<file path="config.mk">
export PLATFORM = sky130hd
export DESIGN_NAME = regfile_sb_flat
export DESIGN_NICKNAME = d
export VERILOG_FILES = /design/src/rtl/regfile_sb_if.sv /design/src/rtl/regfile_sb.sv /design/src/flat_wrapper.sv
export SDC_FILE = /design/constraint.sdc
export NUM_CORES = 1
export LEC_CHECK = 0
export BUFFER_PORTS_ARGS = -buffer_cell sky130_fd_sc_hd__buf_2
export CAP_MARGIN = 20
export CORE_MARGIN = 2
export CORE_UTILIZATION = 49
export CTS_CLUSTER_DIAMETER = 60
export DETAILED_ROUTE_END_ITERATION = 6
export PLACE_DENSITY = 0.81
export SETUP_SLACK_MARGIN = 0.5
export SLEW_MARGIN = 25
export SYNTH_ARGS = -nofsm -noshare
export SYNTH_HDL_FRONTEND = slang
export SYNTH_SLANG_ARGS = --single-unit
</file>
<file path="constraint.sdc">
create_clock -name clk -period 2.7 [get_ports clk]
set_input_delay 0.54 -clock clk [delete_from_list [all_inputs] [get_ports clk]]
set_output_delay 0.54 -clock clk [all_outputs]
set_load 0.02 [all_outputs]
</file>
<file path="src/rtl/regfile_sb_if.sv">
// Issue/read/write-back bus of regfile_sb: master is the pipeline side, slave is the register file.
interface regfile_sb_if #(
  parameter int N    = 32,
  parameter int NREG = 16,
  parameter int AW   = 4
);
  logic [AW-1:0]   RA;
  logic [AW-1:0]   RB;
  logic [N-1:0]    DA;
  logic [N-1:0]    DB;
  logic            WE;
  logic [AW-1:0]   WA;
  logic [N-1:0]    WD;
  logic            IssueV;
  logic [AW-1:0]   IssueDst;
  logic            PendA;
  logic            PendB;
  logic            Stall;
  logic [NREG-1:0] PendMask;

  modport master (
    output RA, RB, WE, WA, WD, IssueV, IssueDst,
    input  DA, DB, PendA, PendB, Stall, PendMask
  );

  modport slave (
    input  RA, RB, WE, WA, WD, IssueV, IssueDst,
    output DA, DB, PendA, PendB, Stall, PendMask
  );
endinterface

</file>
<file path="src/rtl/regfile_sb.sv">
// Register file (register 0 hardwired to zero) with per-register pending scoreboard and issue stall.
// Optional macro REGFILE_BYPASS_EN forwards a same-cycle write-back to reads and pending lookups.
module regfile_sb #(
  parameter int N    = 32,
  parameter int NREG = 16,
  parameter int AW   = 4
) (
  input  logic         clk,
  input  logic         Clr_,
  regfile_sb_if.slave  bus
);

  logic [N-1:0]    mem [NREG];
  logic [NREG-1:0] pend;
  logic [NREG-1:0] pend_eff;
  logic [NREG-1:0] pend_next;
  logic [N-1:0]    da;
  logic [N-1:0]    db;
  logic            wr_ok;
  logic            pend_a;
  logic            pend_b;
  logic            pend_d;
  logic            stall;
  logic            issue_ok;

  assign wr_ok = bus.WE && (bus.WA != '0);

  always_comb begin
    pend_eff = pend;
`ifdef REGFILE_BYPASS_EN
    // A write-back landing this cycle already satisfies its consumers.
    if (wr_ok) pend_eff[bus.WA] = 1'b0;
`endif
  end

  always_comb begin
    da = (bus.RA == '0) ? '0 : mem[bus.RA];
    db = (bus.RB == '0) ? '0 : mem[bus.RB];
`ifdef REGFILE_BYPASS_EN
    if (wr_ok && (bus.RA == bus.WA)) da = bus.WD;
    if (wr_ok && (bus.RB == bus.WA)) db = bus.WD;
`endif
  end

  assign pend_a   = pend_eff[bus.RA];
  assign pend_b   = pend_eff[bus.RB];
  assign pend_d   = pend_eff[bus.IssueDst];
  assign stall    = bus.IssueV && (pend_a || pend_b || pend_d);
  assign issue_ok = bus.IssueV && !stall && (bus.IssueDst != '0);

  // Issue set is applied after the write-back clear so it wins on a shared register.
  always_comb begin
    pend_next = pend;
    if (wr_ok)    pend_next[bus.WA]       = 1'b0;
    if (issue_ok) pend_next[bus.IssueDst] = 1'b1;
    pend_next[0] = 1'b0;
  end

  always_ff @(posedge clk or negedge Clr_) begin
    if (!Clr_) begin
      for (int i = 0; i < NREG; i++) mem[i] <= '0;
      pend <= '0;
    end else begin
      if (wr_ok) mem[bus.WA] <= bus.WD;
      pend <= pend_next;
    end
  end

  assign bus.DA       = da;
  assign bus.DB       = db;
  assign bus.PendA    = pend_a;
  assign bus.PendB    = pend_b;
  assign bus.Stall    = stall;
  assign bus.PendMask = pend;

endmodule

</file>
<file path="src/flat_wrapper.sv">
// flat-port wrapper written by rule: the top's interface ports become plain ports
module regfile_sb_flat 
#(
  parameter int N    = 32,
  parameter int NREG = 16,
  parameter int AW   = 4
)
  (clk, Clr_, bus_RA, bus_RB, bus_WE, bus_WA, bus_WD, bus_IssueV, bus_IssueDst, bus_DA, bus_DB, bus_PendA, bus_PendB, bus_Stall, bus_PendMask);
  regfile_sb_if #(.N(N), .NREG(NREG), .AW(AW)) bus_i ();
  input  logic clk;
  input  logic Clr_;
  input wire logic [$bits(bus_i.RA)-1:0] bus_RA;
  input wire logic [$bits(bus_i.RB)-1:0] bus_RB;
  input wire logic [$bits(bus_i.WE)-1:0] bus_WE;
  input wire logic [$bits(bus_i.WA)-1:0] bus_WA;
  input wire logic [$bits(bus_i.WD)-1:0] bus_WD;
  input wire logic [$bits(bus_i.IssueV)-1:0] bus_IssueV;
  input wire logic [$bits(bus_i.IssueDst)-1:0] bus_IssueDst;
  output wire logic [$bits(bus_i.DA)-1:0] bus_DA;
  output wire logic [$bits(bus_i.DB)-1:0] bus_DB;
  output wire logic [$bits(bus_i.PendA)-1:0] bus_PendA;
  output wire logic [$bits(bus_i.PendB)-1:0] bus_PendB;
  output wire logic [$bits(bus_i.Stall)-1:0] bus_Stall;
  output wire logic [$bits(bus_i.PendMask)-1:0] bus_PendMask;
  assign bus_i.RA = bus_RA;
  assign bus_i.RB = bus_RB;
  assign bus_i.WE = bus_WE;
  assign bus_i.WA = bus_WA;
  assign bus_i.WD = bus_WD;
  assign bus_i.IssueV = bus_IssueV;
  assign bus_i.IssueDst = bus_IssueDst;
  assign bus_DA = bus_i.DA;
  assign bus_DB = bus_i.DB;
  assign bus_PendA = bus_i.PendA;
  assign bus_PendB = bus_i.PendB;
  assign bus_Stall = bus_i.Stall;
  assign bus_PendMask = bus_i.PendMask;
  regfile_sb #(.N(N), .NREG(NREG), .AW(AW)) u_core (.clk(clk), .Clr_(Clr_), .bus(bus_i));
endmodule
</file>
* Yosys cells after proc, flatten, opt, wreduce, memory -nomap -nowiden
Cells that the tools add are included.
Storage, ports and cells: latch bits 0, output and inout bits 83, memories kept 0, ROM bits 0, bits in writable memories 0, logic and storage cells 70, flip-flop bits (word level) 527
Operators by class: div/mod/pow operators 0, add/subtract/negate cells 0, multiply operators 0, equality and inequality tests 0, magnitude comparators 10, multiplexer cells 23, shifts and indexed selects 0, reduce and logical (&&, ||, !) cells 14, bitwise gates (word level) 6
Operators with widths (number):
- $bwmux 512 | 1
- $bmux 32 s4 | 2
- $mux 32 | 7
- $demux 32 s4 | 1
- $mux 16 | 2
- $lt 4x5->1 const B | 4
- $and 16x16->16 | 1
- $not 16->16 | 1
- $or 16x16->16 | 1
- $ge 5x5->1 const B | 3
- $not 4->5 | 3
- $bmux 1 s4 | 3
- $demux 1 s4 | 2
- $ge 4x1->1 const B | 2
- $logic_not 4->1 | 2
- $reduce_bool 4->1 | 2
- $logic_and 1x1->1 | 7
- $lt 5x1->1 const B | 1
- $mux 1 | 5
- $logic_or 1x1->1 | 2
- $logic_not 1->1 | 1

* Longest topological paths before layout
word-level depth 9, mapped depth 8, gate-level depth less buffers 5

* Worst setup path before layout
No wires, ideal clock.
path kind in2out, from input port bus_RA[2], to output port bus_Stall, path slack -0.202 ns, arrival 2.362 ns, data required time 2.160 ns, stages on the path 8, cells stage by stage buf_6 > mux2i_1 > mux4_2 > mux2i_4 > nor2b_1 > buf_6 > buf_6 > a21boi_0
Between the ends: longest elaborated chain between the ends 5
RTL lines:
- start, declared | RTL line flat_wrapper.sv:12 | input wire logic [$bits(bus_i.RA)-1:0] bus_RA;
- $bmux 1 s4 | RTL line regfile_sb.sv:45 | assign pend_a = pend_eff[bus.RA];
- $mux 1 (implied by the code) | RTL line regfile_sb.sv:45
- via bus_PendA | RTL line flat_wrapper.sv:21 | output wire logic [$bits(bus_i.PendA)-1:0] bus_PendA;
- $logic_or 1x1->1 (2 in series) | RTL line regfile_sb.sv:48 | assign stall = bus.IssueV && (pend_a || pend_b || pend_d);
- $logic_and 1x1->1 | RTL line regfile_sb.sv:48
- end, declared | RTL line flat_wrapper.sv:23 | output wire logic [$bits(bus_i.Stall)-1:0] bus_Stall;
The timed path passes the listed nets, and every way through them passes these cells. The select of a mux whose other input is x is not followed.

* Worst setup path after layout
from input port bus_RA[0], to output port bus_DA[5]
Between the ends: longest elaborated chain between the ends 5
RTL lines:
- $not 4->5 (implied by the code) | RTL line regfile_sb.sv:37 | da = (bus.RA == '0) ? '0 : mem[bus.RA];
- $bmux 32 s4 | RTL line regfile_sb.sv:37
- $mux 32 (implied by the code) (2 in series) | RTL line regfile_sb.sv:37
- $mux 32 * | RTL line regfile_sb.sv:37
- end, declared | RTL line flat_wrapper.sv:19 | output wire logic [$bits(bus_i.DA)-1:0] bus_DA;
Mark *: on every way between the ends. The rest lies on a longest branch, timed or not. The select of a mux whose other input is x is not followed.

==> impl_metrics.json <==
{
  "fin_ws_ns": -0.2029,
  "rsz0062_at_grt": "yes",
  "grt_pass1_vias": 18893,
  "r2r_start": "u_core.bus.PendMask[12]",
  "ctsRootBufferMaster": "clkbuf_16",
  "grt_max_degree": 81,
  "first_pass_iters": 5,
  "drive_above_1_share": 0.6813,
  "start_kind": "primary input",
  "io_pins": 135,
  "setup_viol": 64,
  "netlist_instances": 1705,
  "dp_hpwl_mm": 45.78,
  "outcome": "complete, but fails checks",
  "clock_skew_ns": 0.004467,
  "crit_type": "in2out",
  "async_flop_share": 1.000,
  "dp_slack_ns": -0.2633,
  "hold_violations": 0,
  "synth.distinct_cells": 36,
  "area_growth_pct": 22.45,
  "crit_required_ns": 2.16,
  "min_period_over_period": 1.075,
  "post-synth-top-area-cell": "dfrtp_1",
  "antenna_found_initial": 4,
  "route.detailed.drc": 0,
  "dieWidth_um": 242.6,
  "fin_nets": 1917,
  "num_rows": 87,
  "r2r_slack_ns": 0.61,
  "grt_pass1_wl_mm": 119.1,
  "yosysTopAreaCellShare": 0.4729,
  "cp-end-kind": "primary output",
  "ys_warn_count": 0,
  "syn-num-nets": 1757,
  "worstPathMaxFanout": 18,
  "min_period_ns": 2.903,
  "synth.cell_area_mm2": 0.02789,
  "worstSkewPairLatency_ns": 0.61,
  "gr-total-overflow": 0,
  "synthTopCellsByArea": "dfrtp_1 (47%), mux4_2 (26%), mux2_2 (20%)",
  "syn_area_per_cell_um2": 16.36,
  "coreArea_mm2": 0.05628,
  "die_h_um": 242.6,
  "peakVddDrop_mv": 0.5079,
  "port_buffers": 133,
  "synth_seq_cells": 527,
  "cts_max_level": 2,
  "dieArea_mm2": 0.05884,
  "avgViaCountPerCell": 6.542,
  "via_count": 17461,
  "tightestPinTransition_ns": 0.8445,
  "cellPowerDensity_mw_per_mm2": 803.7,
  "synthFlopType": "dfrtp_1",
  "drv_cap": 0,
  "numCtsBuffers": 56,
  "place.gp.congestion": 0.8744,
  "violations": "negative setup slack",
  "wl_mm": 78.15,
  "holdCritStartpoint": "bus_WD[8]",
  "cp_data_arrival_time_ns": 2.36,
  "timing.slew.headroom": 0.4370,
  "cts_sinks": 527,
  "ctsLongestPathBuffers": 3,
  "drt-wirelength-per-cell_um": 29.28,
  "grtUsageTotal": 0.2664,
  "drv_slew": 0,
  "ant_nets": 0,
  "hold_path.class": "in2reg",
  "finalPower_mw": 27.45,
  "synth_edf_count": 0,
  "cts_tree": "done",
  "max_freq_ghz": 0.3445,
  "start_util": 0.4955,
  "seq_area_frac_synth": 0.4729,
  "startpoint": "bus_RA[0]",
  "leakage_nw": 14.32,
  "drt_iter0_drc": 1436,
  "cts.reportedPaths.clkPinSlew_ns": 0.07
}
==> logic make-up after synthesis <==
logic type | after synthesis | synth area share
DFF | 527 | 0.4729
muxes | 820 | 0.4618
buffers and inverters | 215 | 0.03248
AOI/OAI and AO/OA | 26 | 0.008659
other | 1 | 0.0001345
and+or+nand+nor | 116 | 0.02400
==> sequential cells by signal, summed over array words and instances (netlist names) <==
name,flops
u_core.mem,512
u_core.bus.PendMask,15
==> path summary, 6_finish.rpt <==
kind / end / cells after the start
setup / recovery: bus_DA[5] / 7
hold / removal: u_core.mem[424] / 2
setup reg to reg: u_core.bus.PendMask[7] / 8
hold reg to reg: u_core.mem[507] / 0
max in group asynchronous: u_core.mem[329] / 3
min in group asynchronous: u_core.mem[98] / 2
==> placed cells by master, fill, tap and decap left out, types with 2 or more instances in the layout <==
cell type,count
a22o_1,3
clkbuf_1,6
dfrtp_2,6
a31oi_1,2
mux2_2,484
clkinv_2,11
mux2i_1,10
diode_2,2
inv_2,3
inv_6,2
nand2_1,5
or3_2,3
clkinvlp_4,4
mux4_2,324
nand2b_1,5
dfrtp_1,521
and3_1,2
clkinv_4,2
bufinv_16,12
nor3_1,12
a32o_1,14
nor2_1,3
clkbuf_8,8
mux2i_4,2
inv_1,10
buf_4,86
buf_16,14
clkbuf_16,65
buf_12,50
nand3_1,2
buf_8,2
nand3b_1,2
buf_6,82
nand2b_2,2
nor2b_1,3
nor2b_4,63
buf_2,61
nor2_4,9
==> cell type report <==
type / count / area, um2
clock buffers: 72 / 1584
fillers: 3962 / 22130
diodes: 2 / 5.005
inverters: 14 / 52.55
clock inverters: 32 / 496.7
multi-input cells: 963 / 14390
repair buffers: 303 / 3476
flip-flops and latches: 527 / 13200
well taps: 756 / 945.9
==> Yosys cell counts (3+ instances only) <==
cell,n
mux2_2,484
or3_1,3
nor2b_1,66
clkbuf_1,149
buf_2,31
a22o_1,3
a32o_1,14
mux4_2,324
inv_1,11
nor2_1,12
buf_1,11
dfrtp_1,527
nor4_1,3
nand2_1,5
buf_6,6
buf_4,4
nor3_1,12
mux2i_1,11
nand2b_1,7
==> per-stage QoR <==
| stage | hold WS [ns] | instances | utilization | TNS (ns) | area, um2 |
|---|---|---|---|---|---|
| 2_1_floorplan | 0.2444 | 1705 | - | 0 | 28810 |
| 3_3_place_gp | 0.3633 | 2506 | 0.5473 | -13.34 | 30800 |
| 3_5_place_dp | 0.3632 | 2506 | 0.5473 | -13.83 | 30800 |
| 4_1_cts | 0.3294 | 2641 | 0.5991 | -9.214 | 33720 |
| 5_1_grt | 0.3651 | 2668 | 0.6068 | -10.33 | 34150 |
| 6_report | 0.3620 | 2669 | 0.6068 | -7.685 | 34150 |
==> per-layer routing <==
metal	wire length [um]	vias up	GRT usage
met1	30860	9497	0.3551
li1	-	6953	-
met3	6014	168	0.05949
met4	2448	4	0.08279
met2	38810	839	0.4392
met5	22	-	0
==> power breakdown <==
| group | internal, mW | switching [mW] | total (mW) |
|---|---|---|---|
| clock network | 5.29 | 3.35 | 8.65 |
| logic | 4.83 | 2.87 | 7.70 |
| registers | 9.68 | 1.42 | 11.1 |
==> worst max-delay path, stage by stage <==
cell and delay (ns):
buf_16 0.12, buf_12 0.16, buf_16 0.19, mux4_2 0.52, mux4_2 0.52, nor2b_4 0.15
buf_6 0.12
==> what timing repair did <==
action / in CTS / in global routing
buffers inserted: 27 / 19
endpoints found under the hold margin: 47 / 0
hold buffers: 1 / 0
setup endpoints to repair: 67 / 67
gates cloned: 3 / 7
gates resized for setup: 144 / 38
pin swaps: 1 / 2
Note: power is estimated with default switching activity, not from simulation.
